`config.mk`:
```
export PLATFORM = sky130hd
export DESIGN_NAME = output_readout_ctrl
export DESIGN_NICKNAME = d
export VERILOG_FILES = /design/src/rtl/nn_buf_pkg.sv /design/src/rtl/readout_skid_fifo.sv /design/src/rtl/output_readout_ctrl.sv
export SDC_FILE = /design/constraint.sdc
export NUM_CORES = 1
export LEC_CHECK = 0
export CORE_MARGIN = 4
export CORE_UTILIZATION = 30
export DETAILED_ROUTE_END_ITERATION = 10
export HOLD_SLACK_MARGIN = 0.08
export SLEW_MARGIN = 30
export SYNTH_ARGS = -nofsm -noshare
export SYNTH_HDL_FRONTEND = slang
export SYNTH_SLANG_ARGS = --single-unit
```
`constraint.sdc`:
```
create_clock -name clk_i -period 3.2 [get_ports clk_i]
set_input_delay 0.48 -clock clk_i [delete_from_list [all_inputs] [get_ports clk_i]]
set_output_delay 0.48 -clock clk_i [all_outputs]
set_load 0.01 [all_outputs]
```
`src/rtl/nn_buf_pkg.sv`:
```
// Shared definitions for the output-buffer readout path.
//   FIFO_DEPTH  - skid FIFO entries between the buffer read port and the stream
//   FIFO_CNT_W  - width of the FIFO occupancy count (0..FIFO_DEPTH)
//   WORD_WIDTH  - default result word width (Q8.8)
//   word_t      - stream word type
//   state_e     - readout controller FSM encoding
package nn_buf_pkg;

  localparam int FIFO_DEPTH = 4;
  localparam int FIFO_CNT_W = $clog2(FIFO_DEPTH + 1);
  localparam int WORD_WIDTH = 16;

  typedef logic [WORD_WIDTH-1:0] word_t;

  typedef enum logic [1:0] {
    ST_IDLE  = 2'd0,
    ST_RUN   = 2'd1,
    ST_DRAIN = 2'd2,
    ST_DONE  = 2'd3
  } state_e;

endpackage

```
`src/rtl/readout_skid_fifo.sv`:
```
// Small synchronous FIFO that absorbs the buffer read latency.
// Storage and pointers are flops, so the head word comes straight from a register.
// Ports:
//   clk_i, rst_ni - clock, asynchronous active-low reset
//   push_i/data_i - write one word (ignored when full)
//   pop_i         - remove the head word (ignored when empty)
//   flush_i       - discard all contents; wins over push/pop
//   data_o        - head word
//   valid_o       - FIFO not empty
//   count_o       - number of stored words
module readout_skid_fifo #(
  parameter int  DEPTH = 4,
  parameter int  WIDTH = 16,
  localparam int PTR_W = (DEPTH > 1) ? $clog2(DEPTH) : 1,
  localparam int CNT_W = $clog2(DEPTH + 1)
) (
  input  logic             clk_i,
  input  logic             rst_ni,
  input  logic             push_i,
  input  logic [WIDTH-1:0] data_i,
  input  logic             pop_i,
  input  logic             flush_i,
  output logic [WIDTH-1:0] data_o,
  output logic             valid_o,
  output logic [CNT_W-1:0] count_o
);

  localparam logic [PTR_W-1:0] LastPtr = PTR_W'(DEPTH - 1);
  localparam logic [CNT_W-1:0] FullCnt = CNT_W'(DEPTH);

  logic [WIDTH-1:0] mem_q [DEPTH];
  logic [PTR_W-1:0] wr_ptr_q, wr_ptr_d;
  logic [PTR_W-1:0] rd_ptr_q, rd_ptr_d;
  logic [CNT_W-1:0] count_q, count_d;
  logic             do_push, do_pop;

  assign do_push = push_i && (count_q != FullCnt);
  assign do_pop  = pop_i && (count_q != '0);

  // Pointers wrap explicitly so non-power-of-two depths also work.
  always_comb begin
    wr_ptr_d = wr_ptr_q;
    rd_ptr_d = rd_ptr_q;
    count_d  = count_q;
    if (flush_i) begin
      wr_ptr_d = '0;
      rd_ptr_d = '0;
      count_d  = '0;
    end else begin
      if (do_push) wr_ptr_d = (wr_ptr_q == LastPtr) ? '0 : wr_ptr_q + 1'b1;
      if (do_pop)  rd_ptr_d = (rd_ptr_q == LastPtr) ? '0 : rd_ptr_q + 1'b1;
      if (do_push && !do_pop)      count_d = count_q + 1'b1;
      else if (!do_push && do_pop) count_d = count_q - 1'b1;
    end
  end

  always_ff @(posedge clk_i or negedge rst_ni) begin
    if (!rst_ni) begin
      wr_ptr_q <= '0;
      rd_ptr_q <= '0;
      count_q  <= '0;
      for (int i = 0; i < DEPTH; i++) mem_q[i] <= '0;
    end else begin
      wr_ptr_q <= wr_ptr_d;
      rd_ptr_q <= rd_ptr_d;
      count_q  <= count_d;
      if (do_push && !flush_i) mem_q[wr_ptr_q] <= data_i;
    end
  end

  assign data_o  = mem_q[rd_ptr_q];
  assign valid_o = (count_q != '0);
  assign count_o = count_q;

endmodule

```
`src/rtl/output_readout_ctrl.sv`:
```
// Readout sequencer: streams a job of result words from the output buffer.
// Reads are only issued for words the activation unit has committed, and only
// when the skid FIFO has room for the word plus any read still in flight.
// Ports:
//   clk_i, rst_ni          - clock, asynchronous active-low reset
//   start_i, abort_i       - job launch pulse / synchronous cancel
//   base_addr_i, length_i  - job parameters, sampled on an accepted start
//   wr_commit_i            - one pulse per result word written to the buffer
//   buf_rd_*               - buffer read port (1-cycle read latency)
//   m_valid_o/m_data_o/m_last_o/m_ready_i - result stream
//   busy_o, done_o         - job in progress / one-cycle completion pulse
module output_readout_ctrl
  import nn_buf_pkg::*;
#(
  parameter int DATA_WIDTH   = WORD_WIDTH,
  parameter int ADDR_WIDTH   = 8,
  parameter int BUFFER_DEPTH = 256
) (
  input  logic                  clk_i,
  input  logic                  rst_ni,
  input  logic                  start_i,
  input  logic                  abort_i,
  input  logic [ADDR_WIDTH-1:0] base_addr_i,
  input  logic [ADDR_WIDTH:0]   length_i,
  input  logic                  wr_commit_i,
  output logic                  buf_rd_en_o,
  output logic [ADDR_WIDTH-1:0] buf_rd_addr_o,
  input  logic [DATA_WIDTH-1:0] buf_rd_data_i,
  input  logic                  buf_rd_valid_i,
  output logic                  m_valid_o,
  output logic [DATA_WIDTH-1:0] m_data_o,
  output logic                  m_last_o,
  input  logic                  m_ready_i,
  output logic                  busy_o,
  output logic                  done_o
);

  localparam int                CW        = ADDR_WIDTH + 1;
  localparam logic [CW-1:0]     BufDepthC = CW'(BUFFER_DEPTH);
  localparam logic [FIFO_CNT_W:0] OccLimit = (FIFO_CNT_W + 1)'(FIFO_DEPTH);

  state_e                state_q, state_d;
  logic [ADDR_WIDTH-1:0] base_q, base_d;
  logic [CW-1:0]         length_q, length_d;
  logic [CW-1:0]         committed_q, committed_d;
  logic [CW-1:0]         issued_q, issued_d;
  logic [CW-1:0]         sent_q, sent_d;
  logic                  inflight_q;

  logic [FIFO_CNT_W-1:0] fifo_count;
  logic [FIFO_CNT_W:0]   occupancy;
  logic                  fifo_valid;
  logic                  start_acc, flush, issue, push, pop;
  logic [CW-1:0]         addr_sum;

  assign start_acc = (state_q == ST_IDLE) && start_i && !abort_i;
  assign flush     = abort_i && (state_q != ST_IDLE);
  assign pop       = fifo_valid && m_ready_i;
  // Late read data after an abort (or stray data in IDLE) never enters the FIFO.
  assign push      = buf_rd_valid_i && (state_q != ST_IDLE) && !flush;

  // Words already buffered plus the one read still on its way back.
  assign occupancy = {1'b0, fifo_count} + {{FIFO_CNT_W{1'b0}}, inflight_q};
  assign issue     = (state_q == ST_RUN) && (issued_q < committed_q)
                     && (occupancy < OccLimit) && !abort_i;

  // base + issued stays below 2*BUFFER_DEPTH, so one subtraction wraps it.
  assign addr_sum      = CW'(base_q) + issued_q;
  assign buf_rd_addr_o = ADDR_WIDTH'((addr_sum >= BufDepthC) ? addr_sum - BufDepthC : addr_sum);
  assign buf_rd_en_o   = issue;

  always_comb begin
    state_d     = state_q;
    base_d      = base_q;
    length_d    = length_q;
    committed_d = committed_q;
    issued_d    = issued_q;
    sent_d      = sent_q;

    if (state_q != ST_IDLE) begin
      if (issue) issued_d = issued_q + 1'b1;
      if (pop)   sent_d   = sent_q + 1'b1;
      if (wr_commit_i && (committed_q < length_q)) committed_d = committed_q + 1'b1;
    end

    case (state_q)
      ST_IDLE: begin
        if (start_acc) begin
          base_d      = base_addr_i;
          length_d    = length_i;
          issued_d    = '0;
          sent_d      = '0;
          // A commit in the start cycle already counts toward this job.
          committed_d = (wr_commit_i && (length_i != '0)) ? CW'(1) : '0;
          state_d     = (length_i == '0) ? ST_DONE : ST_RUN;
        end
      end
      ST_RUN: begin
        if (issued_q == length_q) state_d = ST_DRAIN;
      end
      ST_DRAIN: begin
        // Finish as soon as the final word handshakes, so done follows it directly.
        if ((sent_q == length_q) || (pop && (sent_q == length_q - CW'(1))))
          state_d = ST_DONE;
      end
      ST_DONE: begin
        state_d = ST_IDLE;
      end
      default: state_d = ST_IDLE;
    endcase

    if (flush) state_d = ST_IDLE;
  end

  always_ff @(posedge clk_i or negedge rst_ni) begin
    if (!rst_ni) begin
      state_q     <= ST_IDLE;
      base_q      <= '0;
      length_q    <= '0;
      committed_q <= '0;
      issued_q    <= '0;
      sent_q      <= '0;
      inflight_q  <= 1'b0;
    end else begin
      state_q     <= state_d;
      base_q      <= base_d;
      length_q    <= length_d;
      committed_q <= committed_d;
      issued_q    <= issued_d;
      sent_q      <= sent_d;
      inflight_q  <= issue;
    end
  end

  readout_skid_fifo #(
    .DEPTH(FIFO_DEPTH),
    .WIDTH(DATA_WIDTH)
  ) u_fifo (
    .clk_i  (clk_i),
    .rst_ni (rst_ni),
    .push_i (push),
    .data_i (buf_rd_data_i),
    .pop_i  (pop),
    .flush_i(flush),
    .data_o (m_data_o),
    .valid_o(fifo_valid),
    .count_o(fifo_count)
  );

  assign m_valid_o = fifo_valid;
  assign m_last_o  = fifo_valid && (sent_q == length_q - CW'(1));
  assign busy_o    = (state_q != ST_IDLE);
  assign done_o    = (state_q == ST_DONE);

endmodule

```
# Word level (Yosys, flattened, before mapping)
# Cells that the tools add are included.
# classes
add_sub_neg,11
n_lt_le_gt_ge,7
eq_ne,12
n_mux,35
bitwise,2
reduce_logical,34
# op_table
cell,n
$mux 9,12
$bwmux 64,1
$mux 16,3
$bmux 16 s2,1
$demux 16 s2,1
$add 9x1->9 const B,3
$eq 9x9->1,3
$mux 2,11
$logic_and 1x1->1,19
$lt 9x9->1,2
$add 8x9->9,1
$ge 9x9->1 const B,1
$logic_not 9->1,1
$mux 3,3
$reduce_bool 9->1,1
$sub 9x1->9 const B,1
$eq 2x2->1 const B,4
$mux 8,1
$pmux 2 s4,1
$sub 8x1->8 const B,1
$ge 3x3->1 const B,2
$ne 3x2->1 const B,2
$not 2->3,2
$reduce_bool 2->1,3
16 further kinds,21
# totals
ff_bits,118
word_cells,115

# Longest topological paths before layout
# Gate-level depths: netlist (run 1).
# logic_depth
word_depth,10
ltp_mapped,10

# Hierarchy
# A second synthesis (run 1) with hierarchy kept.
# unflattened
cells_unflattened,586
area_unflattened_um2,6812.8
# modules_own_cells
module,n_inst,cells_each,area_each_um2,seq_area_each_um2
readout_skid_fifo,1,203,3454.6,1776.7
output_readout_ctrl,1,383,3358.2,1176.1

# Worst setup path after synthesis (run 1)
# Ideal clock, no wire load.
# synth_path
path_type,register to output
start,register length_q[0]
end,output m_last_o
t_arrival_ns,1.865
setup_slack_ns,0.855
path_stages_with_launch,7
path_buffers,0
path_cell_list,dfrtp_1 -> inv_1 -> ha_1 -> xnor2_1 -> nor4_1 -> or3b_4 -> nor4_1
# synth_between
elab_chain_cells,3
# synth_lines
element,line,rtl
start: declaration,output_readout_ctrl.sv:44,"logic [CW-1:0] length_q, length_d;"
start signal: assignment,output_readout_ctrl.sv:127,length_q <= length_d;
$sub 9x1->9,output_readout_ctrl.sv:151,assign m_last_o = fifo_valid && (sent_q == length_q - CW'(1));
$eq 9x9->1,output_readout_ctrl.sv:151,
$logic_and 1x1->1,output_readout_ctrl.sv:151,
end: declaration,output_readout_ctrl.sv:32,"output logic m_last_o,"
# No other way between the ends.

# Worst setup path after layout (run 1)
# layout_path
start,register base_q[1]
end,output buf_rd_addr_o[5]
# layout_between
elab_chain_cells,3
elab_cells_between_ends,4
# layout_lines
element,line,rtl
start: declaration,output_readout_ctrl.sv:43,"logic [ADDR_WIDTH-1:0] base_q, base_d;"
start signal: assignment,output_readout_ctrl.sv:126,base_q <= base_d;
$add 8x9->9 *,output_readout_ctrl.sv:68,assign addr_sum = CW'(base_q) + issued_q;
$sub 8x1->8 or $ge 9x9->1 (tied branches),output_readout_ctrl.sv:69,assign buf_rd_addr_o = ADDR_WIDTH'((addr_sum >= BufDepthC) ? addr_sum - BufDepthC : addr_sum);
$mux 8 *,output_readout_ctrl.sv:69,
end: declaration,output_readout_ctrl.sv:27,"output logic [ADDR_WIDTH-1:0] buf_rd_addr_o,"
# Mark *: on every way between the ends. The rest lies on a longest branch, timed or not.

==> flow_summary_export.csv, run 1 <==
group,metric,value,unit
outcome,status,"completed",
synth,synth_cell_types,54,
drt,drt_iter0_markers,187,
cells_and_area,seq_area,2960,um^2
floorplan,die_y,156,um
clock_tree,cts_made_buffers,17,
floorplan,ios,69,
clock_tree,cts_sinks,118,
drt,drc,0,
setup_path,crit_family,"compound AO/OA/AOI/OAI gates",
synth,synth_area_per_cell,11.3,um^2
floorplan,core_area,21200,um^2
synth,synth_nets,655,
synth,synth_edf_count,0,
clock_tree,clkLatencyLatePin,0.42,ns
sta,slew_viol_final,0,
setup_path,max_stage_delay,0.58,ns
global_route,grt_max_degree,78,
clock_tree,cts_root_buf,"clkbuf_16",
floorplan,start_util,0.308,
synth,yosys-top-cells-count,"dfrtp_1 (118), nand2_1 (62), mux2_2 (60)",
clock_tree,clock_path_buffers,2,
sta,max_freq,330,MHz
setup_path,crit_buf_inv,1,
global_route,grt_pass1_wl,25300,um
sta,fin_crit_sh,0.946,
cells_and_area,synthToLayoutAreaGrowth,26.5,%
cells_and_area,antenna_cells,0,
setup_path,cp_cell_sequence,"ha_1, a21o_1, a21oi_1, nor2b_1, o21a_1, nor2_1, xnor2_1, clkdlybuf4s50_1",
drt,vias_per_cell,4.85,
synth,syn_inst,577,
synth,yosysTopAreaCell,"dfrtp_1",
drt,vias,4611,
cells_and_area,fin_nets,741,
synth,yosys_warnings,0,
clock_tree,clkSlewWorstSetupHoldPaths,0.06,ns
sta,final.min_clock_period,3.03,ns
sta,finalClockSkew,0.0120,ns
setup_path,critPathLaunchType,"register",
sta,hold_viol_final,0,
floorplan,rows,53,
sta,rsz0062_at_grt,"no",
place,port_buffers,68,
synth,syn-cell-area,6530,um^2
drt,wl_met2,6970,um
setup_path,reg2reg_slack,0.75,ns
setup_path,end_kind,"output port",
setup_path,worstSetupPathType,"register to output port",
pwr,power.density,929,nW/um^2
setup_path,crit_arrival,2.55,ns
synth,ys_ff_latch,118,
global_route,grt_usage,0.131,
synth,synth_top_area_frac,0.452,
sta,tns,0,ns
floorplan,dieArea,24200,um^2
drt,drt-met1-wl,7160,um
cells_and_area,multi_input_area,3380,um^2
pwr,cellLeakagePower,0.00378,uW
clock_tree,cts_tree,"built",
cells_and_area,fill_cells,2098,
drt,wl_met3,1070,um
global_route,grt_overflow,0,
flow_run,drv_cap,0,
cells_and_area,final_util,0.389,
clock_tree,cts_hold_buffers,0,
clock_tree,ctsHtreeMaxLevel,4,
place,dpl.hpwl,10700,um
synth,yosysSeqAreaShare,0.452,
synth,ys_async_sr_fraction,1.00,
global_route,antenna_found_initial,0,
place,gp_congestion,0.880,
floorplan,die_w,156,um
pwr,vdd_drop_max,524,uV
sta,setup_viol,0,
place,placed_cells,917,
synth,synth-main-ff-cell,"dfrtp_1",
drt,routed_wl,15300,um
cells_and_area,drive_gt1_frac,0.212,
setup_path,cpMaxStageDelayCell,"clkdlybuf4s50_1",
worst_hold_path,hp-class,"input pin to async pin",
sta,worstMarginPinSlew,0.709,ns
setup_path,critPathMaxFanout,2,
synth,ys_top_cells_by_area,"dfrtp_1 (45%), mux2_2 (10%), ha_1 (6.9%), mux4_2 (5.5%), nand2_1 (3.6%)",
sta,hold_slack,0.0930,ns
cells_and_area,stdcell_count,951,
drt,drtPass1Iterations,4,
drt,top_layer,"met4",
global_route,grt_pass1_vias,4739,
sta,slew_headroom,0.528,
drt,ant_nets,0,
setup_path,worstPathRequired,2.72,ns
drt,wire_per_inst,16.1,um
synth,synth.most_common_cell,"dfrtp_1",
## per-stage QoR
step,area [um^2],worst slack (ns),power [uW]
3_5_place_dp,7620,0.262,5740
3_3_place_gp,7610,0.268,5690
4_1_cts,8240,0.0381,7790
6_report,8260,0.173,7680
2_1_floorplan,6530,0.855,4520
5_1_grt,8260,0.0180,8230
## layer usage
layer / vias to the layer above / global-route usage
met1: 2256 / 0.180
met3: 10 / 0.0436
met5: - / 0
li1: 2229 / -
met2: 116 / 0.204
met4: 0 / 0.0304
## worst reg2reg max path, stage by stage, from the launching register on
cell	delay, ns
dfrtp_1	0.50
inv_1	0.18
ha_1	0.33
a21o_1	0.16
a21oi_1	0.13
o2111ai_1	0.18
a2111oi_0	0.59
xnor2_1	0.19
nor2_1	0.06
## cells in the final DEF (no fill, tap or decap), types with 5 or more instances in the layout
cell type,count
nand2b_1,5
nor3_1,8
mux2_1,5
nand4_1,12
a21oi_1,9
buf_4,19
inv_1,34
nor2_1,31
inv_6,5
nand2_1,62
clkbuf_16,17
dfrtp_1,116
xor2_1,12
mux2_2,60
ha_1,36
clkdlybuf4s50_1,64
and3_1,7
o21ai_0,18
mux2i_1,16
a21o_1,9
xnor2_1,26
nand3_1,17
mux4_2,16
## cell families after synthesis
family / share of synthesized area
simple gates: 0.120
flops: 0.452
mux: 0.194
compound gates: 0.0736
buf+inv: 0.0339
xor+xnor: 0.0509
fa+ha+maj: 0.0751
## timing repair
action | CTS | global route
cloned | 0 | 0
hold endpoints to repair | 0 | 0
endpoints found under the setup margin | 3 | 2
gates resized for setup | 4 | 4
pin swaps | 0 | 0
setup buffers | 0 | 2
## path summary, 6_finish.rpt
kind	startpoint	end	cells after the start
max	base_q[1]$_DFFE_PN0P_	buf_rd_addr_o[5]	8
min	rst_ni	u_fifo.mem_q[10]$_DFFE_PN0P_	1
max reg2reg	length_q[6]$_DFFE_PN0P_	committed_q[6]$_DFF_PN0_	8
min reg2reg	base_q[0]$_DFFE_PN0P_	base_q[0]$_DFFE_PN0P_	2
max in group asynchronous	rst_ni	sent_q[6]$_DFF_PN0_	2
min in group clk_i	base_q[0]$_DFFE_PN0P_	base_q[0]$_DFFE_PN0P_	2
## power by group
part / total, uW / internal [uW] / leakage (uW) / switching [uW]
clock: 2000 / 1250 / 0.000301 / 754
combinational: 3150 / 1710 / 0.00196 / 1430
sequential: 2530 / 2080 / 0.00153 / 447
## sequential cells by signal, indices dropped and copies added (netlist names)
name / count
u_fifo.wr_ptr_q: 2
u_fifo.rd_ptr_q: 2
issued_q: 9
base_q: 8
u_fifo.count_o: 3
length_q: 9
committed_q: 9
u_fifo.mem_q: 64
inflight_q: 1
sent_q: 9
state_q: 2
## layout make-up
class,instances,area share
clock buffer,17,0.0515
tap,275,0.0416
sequential,118,0.358
inverter,34,0.0154
timing repair buffer,88,0.102
multi-input combinational,404,0.409
clock inverter,15,0.0233
(Power assumes the default switching activity.)
==> run 2: changes to the inputs <==
--- a/config.mk
+++ b/config.mk
@@ -7,8 +7,10 @@
 export LEC_CHECK = 0
 export CORE_MARGIN = 4
 export CORE_UTILIZATION = 30
+export CTS_CLUSTER_DIAMETER = 80
 export DETAILED_ROUTE_END_ITERATION = 10
 export HOLD_SLACK_MARGIN = 0.08
+export SETUP_SLACK_MARGIN = 0.15
 export SLEW_MARGIN = 30
 export SYNTH_ARGS = -nofsm -noshare
 export SYNTH_HDL_FRONTEND = slang
==> run 2 against run 1 <==
Net effect:
- final cell count decreased by 0.11%
- global-route usage did not move
- flip-flop and latch count unchanged
- clock-buffer cell count unchanged
- wire length increased by 0.24%
- combinational power about the same
- register-to-register slack worse by 0.03 ns
- sequential power barely moved
- via count shrank 0.13%
- clock power about the same
- clock skew is 0.0018 ns higher
==> flow_summary_export.csv, run 2 (synthesis results as in run 1) <==
group,metric,value,unit
clock_tree,ctsHtreeMaxLevel,4,
sta,rsz0062_at_grt,"yes",
global_route,grt_pass1_wl,25300,um
floorplan,die_w,156,um
cells_and_area,final_cell_mix,"dfrtp_1 (113), nand2_1 (62), clkdlybuf4s50_1 (62)",
drt,drtPass1Iterations,4,
setup_path,cpMaxStageDelayCell,"or3b_4",
setup_path,worst_r2r_endpoint,"state_q[0]$_DFFE_PN0P_",
sta,setup_viol,0,
drt,routed_wl,15300,um
place,dpl.hpwl,10700,um
clock_tree,cts_made_buffers,17,
sta,hold_slack,0.0886,ns
setup_path,reg2reg_slack,0.72,ns
global_route,antenna_found_initial,0,
cells_and_area,final_common_cell,"dfrtp_1",
pwr,vdd_drop_max,524,uV
setup_path,cp_cell_sequence,"inv_1, ha_1, xnor2_1, nor4_1, or3b_4, nor4_2, dlygate4sd2_1",
clock_tree,cts_root_buf,"clkbuf_16",
setup_path,crit_arrival,2.49,ns
drt,drt_iter0_markers,201,
setup_path,crit_family,"simple AND/OR/NAND/NOR gates",
sta,hold_viol_final,0,
cells_and_area,drive_gt1_frac,0.219,
drt,ant_nets,0,
pwr,power.density,930,nW/um^2
global_route,met1_usage,0.180,
clock_tree,clock_path_buffers,2,
clock_tree,cts_sinks,118,
outcome,status,"completed",
pwr,cellLeakagePower,0.00379,uW
flow_run,drv_cap,0,
setup_path,worstSetupPathType,"register to output port",
sta,finalClockSkew,0.0138,ns
sta,final.min_clock_period,2.97,ns
cells_and_area,top_register,"u_fifo.mem_q",
floorplan,start_util,0.308,
sta,setup_ws,0.235,ns
sta,worstMarginPinSlew,0.709,ns
drt,vias_per_cell,4.85,
global_route,grtUsageMet2,0.204,
place,preCtsSetupSlack,0.262,ns
clock_tree,clkSlewWorstSetupHoldPaths,0.06,ns
setup_path,worstRegToRegCells,7,
sta,tns,0,ns
floorplan,ios,69,
cells_and_area,largest_reg_flops,64,
setup_path,crit_buf_inv,2,
clock_tree,cts_tree,"built",
global_route,grt_overflow,0,
cells_and_area,synthToLayoutAreaGrowth,26.6,%
place,port_buffers,68,
worst_hold_path,hp-class,"input pin to async pin",
floorplan,rows,53,
setup_path,worstPathRequired,2.72,ns
drt,drc,0,
cells_and_area,fin_nets,740,
cells_and_area,antenna_cells,0,
setup_path,r2r-start,"length_q[0]$_DFFE_PN0P_",
global_route,grt_usage,0.131,
sta,slew_viol_final,0,
setup_path,end_kind,"output port",
setup_path,max_stage_delay,0.44,ns
drt,wire_per_inst,16.2,um
place,gp_congestion,0.880,
sta,fin_crit_sh,0.927,
drt,vias,4605,
global_route,gr-max-usage-layer,"met2",
floorplan,core_area,21200,um^2
clock_tree,clkLatencyLatePin,0.42,ns
global_route,grt_max_degree,78,
global_route,met3_usage,0.0436,
setup_path,critPathLaunchType,"register",
setup_path,critPathMaxFanout,6,
sta,max_freq,337,MHz
sta,slew_headroom,0.528,
global_route,grt_pass1_vias,4739,
floorplan,die_y,156,um
floorplan,dieArea,24200,um^2
setup_path,cp_num_cells,7,
==> run 2: cell types whose count changed in the layout (fill, tap and decap cells not counted), sizes merged <==
cell	before	now
clkbuf	17	18
buf	21	20
dlymetal6s2s	0	1
clkdlybuf4s50	64	62
==> run 2: area by class of cell <==
class                   instances  area (um^2)
fillers                      2094        12900
multi-input cells             404         3390
flip-flops and latches        118         2960
repair buffers                 87          831
clock buffers                  17          425
well taps                     275          344
clock inverters                15          193
inverters                      34          128
==> run 2: how the worst max path moves through the flow <==
stage	from	end	slack, ns
floorplan	length_q[0]$_DFFE_PN0P_	m_last_o	0.85
global route	length_q[1]$_DFFE_PN0P_	m_last_o	0.08
CTS	length_q[1]$_DFFE_PN0P_	m_last_o	0.17
global placement	base_q[1]$_DFFE_PN0P_	buf_rd_addr_o[7]	0.27
detailed placement	length_q[0]$_DFFE_PN0P_	m_last_o	0.26
finish	length_q[0]$_DFFE_PN0P_	m_last_o	0.23
==> run 2: metrics by stage <==
stage	instances	instance area (um^2)	utilization	total power [uW]
2_1_floorplan	577	6530	-	4520
3_3_place_gp	917	7610	0.359	5690
3_5_place_dp	917	7620	0.359	5740
4_1_cts	949	8250	0.389	7790
5_1_grt	950	8270	0.390	8240
6_report	950	8270	0.390	7690
==> run 2: routing by layer <==
| layer | part of all wire | vias up | routed length [um] |
|---|---|---|---|
| met1 | 0.47 | 2267 | 7150 |
| met2 | 0.45 | 94 | 6980 |
| met3 | 0.069 | 14 | 1060 |
| met4 | 0.011 | 0 | 162 |
| met5 | 0 | - | 0 |
| li1 | - | 2230 | - |
==> run 2: where the power goes <==
| part | leakage (uW) | switching [uW] | total, uW | internal, uW |
|---|---|---|---|---|
| Sequential | 0.00152 | 451 | 2540 | 2090 |
| Clock | 0.000301 | 758 | 2000 | 1240 |
| Combinational | 0.00197 | 1440 | 3150 | 1710 |
==> run 2: repair_timing <==
| action | in CTS | in global routing |
|---|---|---|
| resized for setup | 10 | 7 |
| hold buffers | 0 | 0 |
| buffers inserted | 0 | 1 |
| setup endpoints to repair | 5 | 4 |
| endpoints found under the hold margin | 0 | 0 |
==> run 3: changes to the inputs <==
--- a/config.mk
+++ b/config.mk
@@ -5,6 +5,7 @@
 export SDC_FILE = /design/constraint.sdc
 export NUM_CORES = 1
 export LEC_CHECK = 0
+export CAP_MARGIN = 20
 export CORE_MARGIN = 4
 export CORE_UTILIZATION = 30
 export CTS_CLUSTER_DIAMETER = 80
==> results of run 3 <==
Same layout as run 2: the final DEF is identical, and so are final timing and power.
